## src/rtl/pipe_front_ctrl.sv

```systemverilog
// pipe_front_ctrl: PC, IF/ID and ID/EX registers driven by stall, flush and imem wait controls.
// Optional FRONT_STALL_CNT_EN adds saturating stall/bubble/flush event counters.
module pipe_front_ctrl #(
  parameter int ADDR_W = 32,
  parameter int INSTR_W = 32,
  parameter int CTRL_W = 8,
  parameter int REG_W = 5,
  parameter logic [ADDR_W-1:0] RESET_PC = '0
) (
  input  logic               clk_i,
  input  logic               rst_n_i,
  input  logic               pc_keep_i,
  input  logic               if_id_keep_i,
  input  logic               id_ex_zero_i,
  input  logic               branch_taken_i,
  input  logic [ADDR_W-1:0]  branch_target_i,
  input  logic               imem_ready_i,
  input  logic [INSTR_W-1:0] imem_rdata_i,
  input  logic [CTRL_W-1:0]  id_ctrl_i,
  input  logic [REG_W-1:0]   id_rt_i,
  input  logic [REG_W-1:0]   id_rd_i,
  output logic [ADDR_W-1:0]  imem_addr_o,
  output logic [ADDR_W-1:0]  pc_o,
  output logic [INSTR_W-1:0] if_id_instr_o,
  output logic [ADDR_W-1:0]  if_id_pc4_o,
  output logic               if_id_valid_o,
  output logic [CTRL_W-1:0]  ex_ctrl_o,
  output logic [REG_W-1:0]   ex_rt_o,
  output logic [REG_W-1:0]   ex_rd_o,
  output logic               ex_mem_read_o,
  output logic               ex_reg_write_o,
`ifdef FRONT_STALL_CNT_EN
  output logic [31:0]        stall_cnt_o,
  output logic [31:0]        bubble_cnt_o,
  output logic [31:0]        flush_cnt_o,
`endif
  output logic               fetch_wait_o
);
  typedef enum logic {RUN, WAIT} state_t;
  state_t state, state_nxt;
  logic redirect, ex_zero;
  logic [ADDR_W-1:0] pc4;
  assign pc4 = pc_o + ADDR_W'(4);
  // a taken branch only redirects when the PC is not being held
  assign redirect = branch_taken_i & ~pc_keep_i;
  assign ex_zero = id_ex_zero_i | ~if_id_valid_o;
  assign imem_addr_o = pc_o;
  assign ex_mem_read_o = ex_ctrl_o[0];
  assign ex_reg_write_o = ex_ctrl_o[1];
  always_comb begin
    state_nxt = state;
    if (state == RUN) state_nxt = (!imem_ready_i && !pc_keep_i && !redirect) ? WAIT : RUN;
    else state_nxt = (imem_ready_i || redirect) ? RUN : WAIT;
  end
  always_ff @(posedge clk_i) begin
    if (!rst_n_i) begin
      state <= RUN;
      fetch_wait_o <= 1'b0;
      pc_o <= RESET_PC;
      if_id_instr_o <= '0;
      if_id_pc4_o <= '0;
      if_id_valid_o <= 1'b0;
      ex_ctrl_o <= '0;
      ex_rt_o <= '0;
      ex_rd_o <= '0;
    end else begin
      state <= state_nxt;
      fetch_wait_o <= state_nxt == WAIT;
      pc_o <= pc_keep_i ? pc_o : branch_taken_i ? branch_target_i : imem_ready_i ? pc4 : pc_o;
      if (!if_id_keep_i) begin
        if_id_instr_o <= (branch_taken_i || !imem_ready_i) ? '0 : imem_rdata_i;
        if_id_valid_o <= !branch_taken_i && imem_ready_i;
        if_id_pc4_o <= branch_taken_i ? '0 : imem_ready_i ? pc4 : if_id_pc4_o;
      end
      ex_ctrl_o <= ex_zero ? '0 : id_ctrl_i;
      ex_rt_o <= ex_zero ? '0 : id_rt_i;
      ex_rd_o <= ex_zero ? '0 : id_rd_i;
    end
  end
`ifdef FRONT_STALL_CNT_EN
  always_ff @(posedge clk_i) begin
    if (!rst_n_i) begin
      stall_cnt_o <= '0;
      bubble_cnt_o <= '0;
      flush_cnt_o <= '0;
    end else begin
      stall_cnt_o <= stall_cnt_o + 32'(pc_keep_i && stall_cnt_o != '1);
      bubble_cnt_o <= bubble_cnt_o + 32'(ex_zero && bubble_cnt_o != '1);
      flush_cnt_o <= flush_cnt_o + 32'(branch_taken_i && !if_id_keep_i && flush_cnt_o != '1);
    end
  end
`endif
endmodule

```

## config.mk

```make
export PLATFORM = sky130hd
export DESIGN_NAME = pipe_front_ctrl
export DESIGN_NICKNAME = d
export VERILOG_FILES = /design/src/rtl/pipe_front_ctrl.sv
export SDC_FILE = /design/constraint.sdc
export NUM_CORES = 1
export LEC_CHECK = 0
export CAP_MARGIN = 20
export CORE_MARGIN = 5
export CORE_UTILIZATION = 41
export CTS_CLUSTER_SIZE = 10
export DETAILED_ROUTE_END_ITERATION = 6
export PLACE_DENSITY = 0.8
export SYNTH_ARGS = -nofsm -noshare
export SYNTH_HDL_FRONTEND = slang
export SYNTH_SLANG_ARGS = --single-unit
```

## constraint.sdc

```tcl
create_clock -name clk_i -period 2.8 [get_ports clk_i]
set_clock_uncertainty 0.15 [all_clocks]
set_input_delay 0.56 -clock clk_i [delete_from_list [all_inputs] [get_ports clk_i]]
set_output_delay 0.56 -clock clk_i [all_outputs]
set_load 0.1 [all_outputs]
```

# Word-level counts from Yosys, hierarchy flattened
# Index checks and enable logic that the tools add are counted.
[totals]
regBits = 116
input_bits = 89
word_cells = 35
[classes]
add_sub_neg = 1
mux = 7
n_bitwise = 6
n_reduce_logical = 13
[ops]
columns = ["operator", "n"]
rows = [
  ["$mux W32", 4],
  ["$add A32 B3 Y32 const B", 1],
  ["$logic_not A1 Y1", 4],
  ["$not A1 Y1", 4],
  ["$reduce_and A2 Y1", 2],
  ["$logic_and A1 B1 Y1", 3],
  ["$mux W1", 3],
  ["$logic_or A1 B1 Y1", 2],
  ["$reduce_bool A2 Y1", 1],
  ["$reduce_or A2 Y1", 1],
  ["$and A1 B1 Y1", 1],
  ["$or A1 B1 Y1", 1],
]

# Depth between registers and ports, before layout
[depth]
word_depth = 6
depth_mapped = 7

# Worst setup path before layout
# OpenSTA, ideal clock, no wires.
[synth_path]
path_kind = "reg-to-reg"
start = "register pc_o[2], in the netlist imem_addr_o[2]"
end = "register if_id_pc4_o[30]"
setup_time_ps = 65
arrival_time_ps = 2754
path_slack_ps = -169
stages_incl_launch_ff = 7
n_path_buf = 0
cell_sequence = "dfxtp_1 ha_1 nand3_1 nor4_4 nand3_2 or4_1 nand3_1"
[synth_between]
elab_chain_cells = 3
[synth_lines]
columns = ["item", "line_no", "rtl"]
rows = [
  ["start: declaration", "23", "output logic [ADDR_W-1:0] pc_o,"],
  ["start signal: assignment", "69", "pc_o <= pc_keep_i ? pc_o : branch_taken_i ? branch_target_i : imem_ready_i ? pc4 : pc_o;"],
  ["$add A32 B3 Y32", "43", "assign pc4 = pc_o + ADDR_W'(4);"],
  ["$mux W32 (2 in a row)", "73", "if_id_pc4_o <= branch_taken_i ? '0 : imem_ready_i ? pc4 : if_id_pc4_o;"],
  ["end signal: assignment", "73", ""],
  ["end: declaration", "25", "output logic [ADDR_W-1:0] if_id_pc4_o,"],
]
# No other way between the ends. The select of a mux whose other input is x is not followed.
# A chain may end at the register's enable or synchronous reset.

# Worst setup path in the final report
[layout_path]
start = "register pc_o[2], in the netlist imem_addr_o[2]"
end = "register if_id_pc4_o[22]"
# The elaborated chain is that of the path after synthesis.

==> qor.csv <==
stage,metric,value,unit
outcome,status,"complete, no violations",
yosys,synth-edff-count,0,
routing,vias,5087,
global_route,grt_pass1_wl,25800,um
clocking,holdBufCountCts,0,
pwr,p_leak,3.28,nW
clocking,cts.sink_count,116,
floorplanning,dieHeight,122,um
setup_path,crit_type,reg -> reg,
setup_path,startpoint_type,register,
routing,firstDrtPassIters,5,
floorplanning,ioPinCount,239,
clocking,clk_root_buffer_cell,clkbuf_16,
clocking,htree_num_levels,4,
sta,setup_viol,0,
layout,drive_gt1_share,27.5,%
sta,fin_crit_sh,90.6,%
routing,wirelength,17100,um
floorplanning,die_area,14800,um2
setup_path,crit_fanout,9,
global_route,overflow,0,
layout,nets,865,
pwr,pwr_density_cell,657,nW/um2
sta,rsz0062_at_grt,false,
setup_path,worstPathRequired,2980,ps
routing,viasPerCell,5.32,
yosys,synth_compound_area_share,20.9,%
yosys,netlist_area,5120,um2
sta,layout_min_cycle_time,2540,ps
yosys,seq_area_frac_synth,45.3,%
yosys,ys_ff_latch,116,
place,place_congestion,0.885,
global_route,antenna_found_initial,0,
floorplanning,core_area,12100,um2
global_route,grt_pass1_vias,4951,
clocking,cts_buffers,17,
setup_path,critical_path_arrival,2710,ps
clocking,cts_resized,0,
yosys,synthAdderAreaFrac,0.244,%
routing,wl_per_cell,17.9,um
yosys,synthMuxAreaShare,0.195,%
yosys,syn_avg_cell_area,8.92,um2
sta,hold_viol_final,0,
pwr,finalPower,5.08,mW
clocking,post_cts_buffers,0,
clocking,cts_tree,yes,
sta,setup-tns-final,0,ps
sta,report.final.slew_viol_count,0,
clocking,path_clk_slew,50,ps
routing,drc,0,
yosys,yosysWarnings,0,
global_route,gr-usage-all-layers,22.0,%
setup_path,cp-end-kind,register,
clocking,cts_buffer_depth,2,
yosys,yosys.area_share.simple,20.6,%
hold_path,min_path_type,reg -> reg,
sta,slew_headroom,54.9,%
floorplanning,rows,40,
place,io_buffers,238,
pwr,ir_drop,406,uV
yosys,synth_cells,574,
yosys,ys_top_cells_by_area,"dfxtp_1 (45%), a22o_1 (7.7%), buf_4 (5.0%)",
clocking,worst_skew_pair.late_latency,410,ps
yosys,yosysUniqueCellTypes,52,
yosys,synth_area_leader_cell,dfxtp_1,
floorplanning,die_w,122,um
sta,fmax,0.394,GHz
yosys,synth_top_family_by_area,compound AO/OA/AOI/OAI gates,
yosys,synth_xor_area_share,4.10,%
layout,synthToLayoutAreaGrowth,51.0,%
yosys,yosysTopAreaCellShare,45.3,%
layout,diodes,0,
place,hpwl,12500,um
yosys,synth-main-ff-cell,dfxtp_1,
sta,hold_ws,305,ps
sta,tightest_slew,676,ps
global_route,grt_max_degree,84,
yosys,async_reset_ff_share,0,%
routing,drtAntennaViolNets,0,
flow_run,drv_cap,0,
floorplanning,start_util,42.3,%
routing,drtIter0Drc,383,
yosys,syn_nets,664,
[registers in the layout, indices dropped and copies added (netlist names)]
signal         cells
ex_rd_o            5
if_id_pc4_o       32
if_id_valid_o      1
state              1
if_id_instr_o     32
ex_rt_o            5
ex_ctrl_o          8
imem_addr_o       32
[synthesized netlist by cell type, types with 3 or more instances]
master    instances
or3_1             8
a31oi_1           9
dfxtp_1         116
nand2_1          60
and2_1           20
buf_2             3
a32o_1            7
nor2b_1           3
nor3_1            3
nand3_2           3
o31ai_1           4
o211ai_1          4
or4_1             6
nor4_1            3
a22oi_1           8
buf_1             3
xnor2_1          15
xor2_1            9
a21oi_1          15
nand4_1           8
nand3b_1          3
nand3_1          17
buf_4            34
inv_1             6
nor2_1           36
o21ai_0          40
and3_1           17
clkbuf_1         35
a22o_1           45
[final cells by class]
type | count | area, um2
clock inverter | 7 | 119
timing repair buffer | 258 | 2180
clock buffer | 25 | 505
multi-input combinational | 376 | 2370
tap | 168 | 210
inverter | 6 | 22.5
sequential | 116 | 2330
fill | 984 | 4380
[path summary, 6_finish.rpt]
| path | start | to | slack, ps | cells past startpoint |
|---|---|---|---|---|
| worst max-delay path | imem_addr_o[2] | if_id_pc4_o[22] | 260 | 6 |
| worst min-delay path | if_id_pc4_o[13] | if_id_pc4_o[13] | 300 | 2 |
| worst max register to register | imem_addr_o[2] | if_id_pc4_o[22] | 260 | 6 |
| worst min register to register | if_id_pc4_o[13] | if_id_pc4_o[13] | 300 | 2 |
[metal layers]
layer	up-vias	part of all wire, %	global-route usage, %
li1	2432	-	-
met1	2392	39	26.9
met2	233	50	36.7
met3	30	8.2	6.27
met4	0	2.4	8.33
met5	-	0	0
[layout by cell type, fill, tap and decap left out, types with 4 or more instances in the layout]
cell type	n
and2_1	20
o21ai_0	40
nand3_1	17
a22o_1	45
xnor2_1	15
clkdlybuf4s50_1	87
o31ai_1	4
a21oi_1	15
nand2_1	60
a31oi_1	9
clkbuf_8	5
nand4_1	8
a32o_1	7
a22oi_1	8
dfxtp_1	112
clkbuf_16	17
xor2_1	9
o211ai_1	4
buf_4	168
inv_1	6
nor2_1	34
or4_1	6
and3_1	17
dfxtp_2	4
or3_1	8
[where the power goes]
part	switching [mW]	internal (mW)	total, mW
registers	0.0702	1.71	1.78
clock network	0.741	1.52	2.26
logic	0.750	0.293	1.04
total	1.56	3.52	5.08
[worst max-delay path: stages, from the launching register on]
cell	delay (ps)
dfxtp_2	430
ha_1	300
nand3_1	210
nor2_1	490
nand3_1	310
or4_1	470
o211ai_1	100
[logic make-up (layout without fill, tap and decap cells)]
kind of cell               after synthesis  in the layout
and+or+nand+nor                        200            200
AOI/OAI and AO/OA                      150            150
DFF                                    116            116
buffers and inverters                   82            296
xor gates and xnor gates                24             24
adders and majority gates                1              1
muxes                                    1              1
[stage by stage]
stage,worst slack [ps],cells,util (%),area (um2)
2_1_floorplan,12.2,574,-,5130
3_3_place_gp,234,924,58.7,7110
3_5_place_dp,222,924,58.7,7110
4_1_cts,289,956,63.9,7730
5_1_grt,128,956,63.9,7730
6_report,264,956,63.9,7730
(Power assumes the default switching activity.)
